`src/rtl/early_exit_arbiter.sv`:
```
// Early-exit selector: serial argmax over the current exit head's dual-rail score vector.
// Accepts the first exit whose max beats its threshold, locks the deeper heads, and emits {exit_id, class} in dual rail.
module early_exit_arbiter #(
  parameter int NUM_EXITS = 2,
  parameter int NUM_CLASS = 10,
  parameter int BIT_SCORE = 16,
  parameter int BIT_W     = 32,
  parameter int ADDR_W    = 8,
  localparam int EW = (NUM_EXITS > 1) ? $clog2(NUM_EXITS) : 1,
  localparam int CW = (NUM_CLASS > 1) ? $clog2(NUM_CLASS) : 1
) (
  input  logic                                   clock,
  input  logic                                   reset,
  input  logic                                   load,
  input  logic [ADDR_W-1:0]                      addr,
  input  logic [BIT_W-1:0]                       data_w,
  input  logic [NUM_EXITS*NUM_CLASS*BIT_SCORE-1:0] exit_t,
  input  logic [NUM_EXITS*NUM_CLASS*BIT_SCORE-1:0] exit_f,
  output logic [NUM_EXITS-1:0]                   ack_exit,
  output logic [NUM_EXITS-1:0]                   lock,
  input  logic                                   ack_nxt,
  output logic [EW+CW-1:0]                       dout_t,
  output logic [EW+CW-1:0]                       dout_f,
  output logic                                   err
);

  localparam int WORD = NUM_CLASS * BIT_SCORE;

  typedef enum logic [2:0] {IDLE, SCAN, DECIDE, RELEASE, EMIT, WAIT_ACK, RTZ} state_t;

  state_t                       state, state_nxt;
  logic [EW-1:0]                cur;
  logic [CW-1:0]                idx;
  logic [CW-1:0]                arg;
  logic                         seen;
  logic [WORD-1:0]              vec;
  logic signed [BIT_SCORE-1:0]  max_val;
  logic [BIT_SCORE-1:0]         thr [NUM_EXITS];
  logic [1:0]                   ack_sync;

  logic [WORD-1:0]              word_t_cur, word_f_cur;
  logic                         complete, spacer, dual_high, ack_s, accept;
  logic signed [BIT_SCORE-1:0]  score;
  logic                         unused_data;

  assign unused_data = ^data_w[BIT_W-1:BIT_SCORE];

  assign word_t_cur = exit_t[int'(cur)*WORD +: WORD];
  assign word_f_cur = exit_f[int'(cur)*WORD +: WORD];
  assign complete   = &(word_t_cur ^ word_f_cur);
  assign spacer     = ~|(word_t_cur | word_f_cur);
  assign dual_high  = |(word_t_cur & word_f_cur);
  assign ack_s      = ack_sync[1];
  assign score      = vec[int'(idx)*BIT_SCORE +: BIT_SCORE];
  assign accept     = (cur == EW'(NUM_EXITS-1)) || (max_val > $signed(thr[cur]));

  always_ff @(posedge clock or posedge reset) begin
    if (reset) state <= IDLE;
    else       state <= state_nxt;
  end

  always_comb begin
    state_nxt = state;
    case (state)
      IDLE:     if (complete && seen)          state_nxt = SCAN;
      SCAN:     if (idx == CW'(NUM_CLASS-1))   state_nxt = DECIDE;
      DECIDE:   state_nxt = accept ? EMIT : RELEASE;
      RELEASE:  if (spacer && seen)            state_nxt = IDLE;
      EMIT:     state_nxt = WAIT_ACK;
      WAIT_ACK: if (ack_s)                     state_nxt = RTZ;
      RTZ:      if (!ack_s && spacer)          state_nxt = IDLE;
      default:  state_nxt = IDLE;
    endcase
  end

  always_ff @(posedge clock or posedge reset) begin
    if (reset) begin
      cur      <= '0;
      idx      <= '0;
      arg      <= '0;
      seen     <= 1'b0;
      vec      <= '0;
      max_val  <= '0;
      ack_sync <= '0;
      ack_exit <= '0;
      lock     <= '0;
      dout_t   <= '0;
      dout_f   <= '0;
      err      <= 1'b0;
      for (int k = 0; k < NUM_EXITS; k++) thr[k] <= {1'b0, {(BIT_SCORE-1){1'b1}}};
    end else begin
      ack_sync <= {ack_sync[0], ack_nxt};
      if (dual_high) err <= 1'b1;
      if (load && (addr < ADDR_W'(NUM_EXITS))) thr[addr[EW-1:0]] <= data_w[BIT_SCORE-1:0];
      seen <= 1'b0;
      case (state)
        IDLE: begin
          // two consecutive COMPLETE samples qualify the word; any gap restarts
          seen <= complete & ~seen;
          if (complete && seen) begin
            vec           <= word_t_cur;
            ack_exit[cur] <= 1'b1;
            idx           <= '0;
          end
        end
        SCAN: begin
          idx <= idx + 1'b1;
          if ((idx == '0) || (score > max_val)) begin
            max_val <= score;
            arg     <= idx;
          end
        end
        DECIDE: begin
          if (accept)
            for (int j = 0; j < NUM_EXITS; j++) lock[j] <= (j > int'(cur));
        end
        RELEASE: begin
          seen <= spacer & ~seen;
          if (spacer && seen) begin
            ack_exit[cur] <= 1'b0;
            cur           <= cur + 1'b1;
          end
        end
        EMIT: begin
          dout_t <= {cur, arg};
          dout_f <= ~{cur, arg};
        end
        WAIT_ACK: begin
          if (ack_s) begin
            dout_t <= '0;
            dout_f <= '0;
          end
        end
        RTZ: begin
          if (!ack_s && spacer) begin
            ack_exit[cur] <= 1'b0;
            lock          <= '0;
            cur           <= '0;
          end
        end
        default: ;
      endcase
    end
  end

endmodule
```
`config.mk`:
```
export PLATFORM = sky130hd
export DESIGN_NAME = early_exit_arbiter
export DESIGN_NICKNAME = d
export VERILOG_FILES = /design/src/rtl/early_exit_arbiter.sv
export SDC_FILE = /design/constraint.sdc
export NUM_CORES = 1
export LEC_CHECK = 0
export ABC_AREA = 1
export CORE_ASPECT_RATIO = 0.5
export CORE_UTILIZATION = 32
export CTS_CLUSTER_SIZE = 30
export DETAILED_ROUTE_END_ITERATION = 8
export PLACE_DENSITY = 0.6
export SETUP_SLACK_MARGIN = 0.3
export SLEW_MARGIN = 20
export SYNTH_ARGS = -nofsm -noshare
export SYNTH_HDL_FRONTEND = slang
export SYNTH_SLANG_ARGS = --single-unit
```
`constraint.sdc`:
```
create_clock -name clock -period 10.65 [get_ports clock]
set_input_delay 1.065 -clock clock [delete_from_list [all_inputs] [get_ports clock]]
set_output_delay 1.065 -clock clock [all_outputs]
set_load 0.02 [all_outputs]
```
## Word level (Yosys, flattened, before mapping)

Index checks and enable logic that the tools add are counted.

| word-level totals | value |
|---|---|
| register bits after elaboration | 238 |
| latch bits | 0 |
| RAM bits | 0 |
| memory bits (read-only) | 0 |
| output and inout bits | 15 |
| memories kept | 0 |

| operators by class | value |
|---|---|
| add/subtract/negate cells | 2 |
| $mul | 1 |
| div/mod/pow operators | 0 |
| $lt $le $gt $ge | 9 |
| equality and inequality tests | 13 |
| shift-type cells | 3 |
| muxes and demuxes | 31 |
| bitwise gates (word level) | 12 |
| reductions and logical operators | 28 |

Operator list:

| kind | number |
|---|---|
| $reduce_or A160 Y1 | 2 |
| $shiftx A320 B10 Y160 | 1 |
| $shiftx A320 B32 Y160 | 1 |
| $and A160 B160 Y160 | 1 |
| $or A160 B160 Y160 | 1 |
| $reduce_and A160 Y1 | 1 |
| $shiftx A160 B9 Y16 | 1 |
| $xor A160 B160 Y160 | 1 |
| $mux W16 | 4 |
| $bwmux W32 | 1 |
| $gt A16 B16 Y1 | 2 |
| $pmux W3 S7 | 1 |
| $pmux W5 S2 | 2 |
| $mux W3 | 6 |
| $demux W16 S1 | 1 |
| $ne A2 B2 Y1 const B | 6 |
| $mux W2 | 5 |
| $eq A3 B3 Y1 const B | 3 |
| $lt A8 B2 Y1 const B | 1 |
| $pmux W4 S2 | 1 |
| $reduce_and A2 Y1 | 4 |
| $reduce_bool A2 Y1 | 4 |
| $eq A3 B2 Y1 const B | 2 |
| $logic_and A1 B1 Y1 | 6 |
| 32 further kinds | 41 |

## Logic depth before layout (Yosys ltp)

| logic depth | value |
|---|---|
| depth in word-level cells | 8 |
| depth in mapped cells | 25 |

## Worst setup path after synthesis

No wires, ideal clock.

| path | value |
|---|---|
| path type | reg-to-reg |
| start point | reg cur |
| end point | reg vec[130] |
| setup time | 131 ps |
| arrival | 2,918 ps |
| required time | 10,519 ps |
| setup slack | 7,601 ps |
| cell stages (with the launch flop) | 22 |
| path buffers | 6 |
| clock period less this slack | 3,049 ps |
| cells stage by stage | dfrtp_1 buf_2 inv_1 buf_2 clkbuf_1 clkbuf_1 or2_2 o21ai_0 ha_1 nand2_1 nor2_2 nand4_1 nor3_1 nand2_1 nor2_1 nand2_1 nor2_2 nand3_2 buf_6 buf_6 nand2_1 o21ai_2 |

| on the way | value |
|---|---|
| word-level cells in the longest chain between the ends | 6 |
| elaborated cells between the ends (all ways) | 7 |
| classes of those cells | mul: 1; shift: 2; bitwise: 1; reduce/logical: 3 |

Ends and longest elaborated chain:

| element | line | source |
|---|---|---|
| start: declaration | 32 | `logic [EW-1:0] cur;` |
| start signal: assignment | 121 | `cur <= cur + 1'b1;` |
| $mul A1 B3 Y4 * | 48, 49 |  |
| $shiftx A320 B32 Y160 or $shiftx A320 B10 Y160 (tied branches) | 48, 49 |  |
| $xor A160 B160 Y160 | 50 | `assign complete = &(word_t_cur ^ word_f_cur);` |
| $reduce_and A160 Y1 | 50 |  |
| $logic_and A1 B1 Y1 | 100 | `if (complete && seen) begin` |
| $reduce_and A2 Y1 (no source line) | - |  |
| end signal: assignment | 101 | `vec <= word_t_cur;` |
| end: declaration | 36 | `logic [WORD-1:0] vec;` |

Every way passes the cells marked *; elsewhere a longest branch is shown, timed or not.
A chain may end at the register's enable or synchronous reset.

## Final worst setup path

| path | value |
|---|---|
| start point | reg cur |
| end point | reg vec[62] |

The elaborated chain is that of the path after synthesis.

==> flow_summary.yaml <==
placed_design:
  io_buffers: 681
  dp_hpwl_um: 82020
  gp_congestion: 0.9856
clocking:
  clock_latency_ns: 0.55
  cts_root_buf: "clkbuf_16"
  cts_resized: 0
  htreeDepth: 1
  clk_pin_slew_worst_paths_ns: 0.07
  clock-sinks: 237
  cts_tree: "built"
  postCtsSetupBuffers: 0
  clk_path_buf_depth: 3
  cts_buffers: 24
  holdBufCountCts: 0
worst_setup_path:
  required_ns: 11.10
  cpMostUsedCell: "buf_4"
  worstPathCellList: "buf_4 -> buf_4 -> o21ai_0 -> ha_1 -> nand2_1 -> nor3_1 -> nand3_1 -> nor2_1 -> nand2_1 -> nor2_2 -> nand3_4 -> buf_4 -> buf_4 -> nand2_1 -> o21ai_2"
  reg2reg_slack_ns: 3.81
  crit_fanout: 104
  r2r_cells: 15
  critPathTopFamily: "buffers and inverters"
  slowest_stage: "buf_4"
  path_buf_inv: 4
  reg2reg_from: "cur"
  r2r_end: "vec[62]"
  critPathMaxStageDelay_ns: 0.91
  cp-start-kind: "flop"
  crit_type: "flop to flop"
  cp.arrival_ns: 7.29
  cp-end-kind: "flop"
grt:
  overflow: 0
  grt_max_degree: 168
  antenna_found_initial: 0
  grt_usage: 0.2510
  grt_first_pass_wirelength_um: 140700
  grt_pass1_vias: 22300
timing:
  hold_violations: 0
  clock_skew_ns: 0.03950
  rsz0062_at_grt: "no"
  worst_pin_slew_ns: 1.184
  fin_crit_ns: 6.837
  clock.fmax_mhz: 146.3
  finalCritPeriodShare: 0.6420
  drv_slew: 0
  hold_ws_ns: 0.3671
  relSlewSlack: 0.2041
  setup_tns_ns: 0
  setup_viol: 0
floorplan:
  fp.coreArea_mm2: 0.07200
  io_pins: 699
  die-area_mm2: 0.07496
  start_util: 0.3280
  die_h_um: 194.1
  core.rowCount: 69
  die_width_um: 386.2
layout:
  layout-drive-gt1-share: 0.1457
  diodes: 0
  num-nets-final: 4879
  area_growth_pct: 34.81
synthesis:
  synth_fa_ha_area_frac: 0.1881
  syn_area_per_cell_um2: 7.238
  synth_cell_types: 36
  synth-edff-count: 0
  synth.area.top_cells: "dfrtp_1 22%, ha_1 19%, o21ai_0 9.7%"
  synth_top_family_by_area: "simple AND/OR/NAND/NOR gates"
  synth_area_mm2: 0.02362
  ys_seq_area_frac: 0.2527
  synth_mux_area_frac: 0.008053
  ys_ff_latch: 237
  synth-simple-area-share: 0.2758
  synth_top_area_cell: "dfrtp_1"
  synth-xor-area-share: 0.0003709
  yosys-top-cells-count: "599 x nand2_1, 456 x o21ai_0, 421 x inv_1, 355 x ha_1, 321 x or2_2"
  syn_nets: 4302
  ys.warnings.count: 0
  synthCells: 3263
  synth_compound_area_frac: 0.1722
  synth_flop_cell: "dfrtp_1"
  synth_most_common_cell: "nand2_1"
  yosysTopAreaCellShare: 0.2193
  synthArstFlopShare: 1.000
routing:
  num_vias: 23660
  drt_iter0_drc: 2274
  firstDrtPassIters: 6
  drc: 0
  drt-total-wl_um: 98050
  vias_per_cell: 4.915
  ant_nets: 0
  wire_per_inst_um: 20.37
min_path:
  min_delay_path_depth: 0
  hp-class: "flop to flop"
  hp-start: "ack_sync[0]"
  worstHoldEndpoint: "ack_sync[1]"
power_and_ir_drop:
  ir_drop_uv: 108.7
  power.density_mw_per_mm2: 207.7
  p_leak_nw: 14.36
run_status:
  status: "finished clean"
job:
  drv_cap: 0
[registers in the layout, indices dropped and copies added, names as in the netlist, 2 cells and up, named ones only]
signal    flops
state         3
vec         160
arg           4
ack_sync      2
dout_t        5
idx           4
thr          32
dout_f        5
max_val      16
[worst max path at each step]
stage	from	end	slack (ns)	cells past startpoint
floorplan	reset	async pin	3.13	1
global placement	cur	vec[65]	4.10	15
detailed placement	cur	vec[62]	4.03	15
CTS	cur	vec[62]	3.99	15
global route	cur	vec[70]	3.39	15
finish	cur	vec[62]	3.81	15
[placed cells by master, fill, tap and decap left out, types with 2 or more instances in the layout]
cell,n
nor3_1,32
o221ai_1,6
clkbuf_8,7
nand3_1,50
dfrtp_4,2
nor4_1,43
dfrtp_1,204
a31oi_1,3
nand4_1,82
a32o_1,11
dfstp_2,30
buf_4,22
o21ai_0,455
clkdlybuf4s50_1,681
clkbuf_16,24
nand3b_1,8
o22ai_1,10
nand2_1,599
clkbuf_1,3
o211ai_1,27
mux2i_1,19
or2_2,321
a21oi_1,13
o21ai_2,134
nor2_1,252
o31ai_1,2
nor2_2,4
o21ai_1,15
inv_1,418
clkinv_2,4
inv_6,2
ha_1,355
[kinds of logic (layout without fill, tap and decap cells)]
kind of cell	after synthesis	after routing
simple gates	1396	1396
compound gates	678	678
buf+inv	576	1169
fa+ha+maj	355	355
flops	237	237
mux	19	19
other cells	1	1
xor+xnor	1	1
[power breakdown]
| part | switching [mW] | internal (mW) | leakage (nW) |
|---|---|---|---|
| sequential | 0.118 | 0.978 | 3.07 |
| clock | 0.385 | 0.489 | 0.391 |
| combinational | 3.01 | 1.63 | 10.9 |
[per-stage QoR]
| stage | power (mW) | instance area, um2 | cells | util | setup slack, ns |
|---|---|---|---|---|---|
| after floorplan | 4.015 | 23620 | 3263 | - | 3.132 |
| after detailed placement | 5.670 | 31030 | 4772 | 0.4310 | 4.032 |
| final | 6.613 | 31840 | 4814 | 0.4422 | 3.813 |
| after CTS | 6.574 | 31820 | 4814 | 0.4419 | 3.988 |
| after global routing | 7.182 | 31840 | 4814 | 0.4422 | 3.388 |
| after global placement | 5.606 | 31030 | 4772 | 0.4310 | 4.102 |
[cell type report]
cell class	instances	area (um2)
fillers	7396	40160
clock inverters	8	82.58
well taps	958	1199
flip-flops and latches	237	5977
inverters	422	1597
repair buffers	705	7013
clock buffers	34	708.2
multi-input cells	2450	15260
[routing by layer]
| layer | routed length, um | GRT usage |
|---|---|---|
| met5 | 0 | 0 |
| met1 | 43680 | 0.3429 |
| met4 | 1474 | 0.03470 |
| met2 | 45480 | 0.4065 |
| met3 | 7410 | 0.06100 |
No activity file was read; power rests on OpenSTA's default activity.
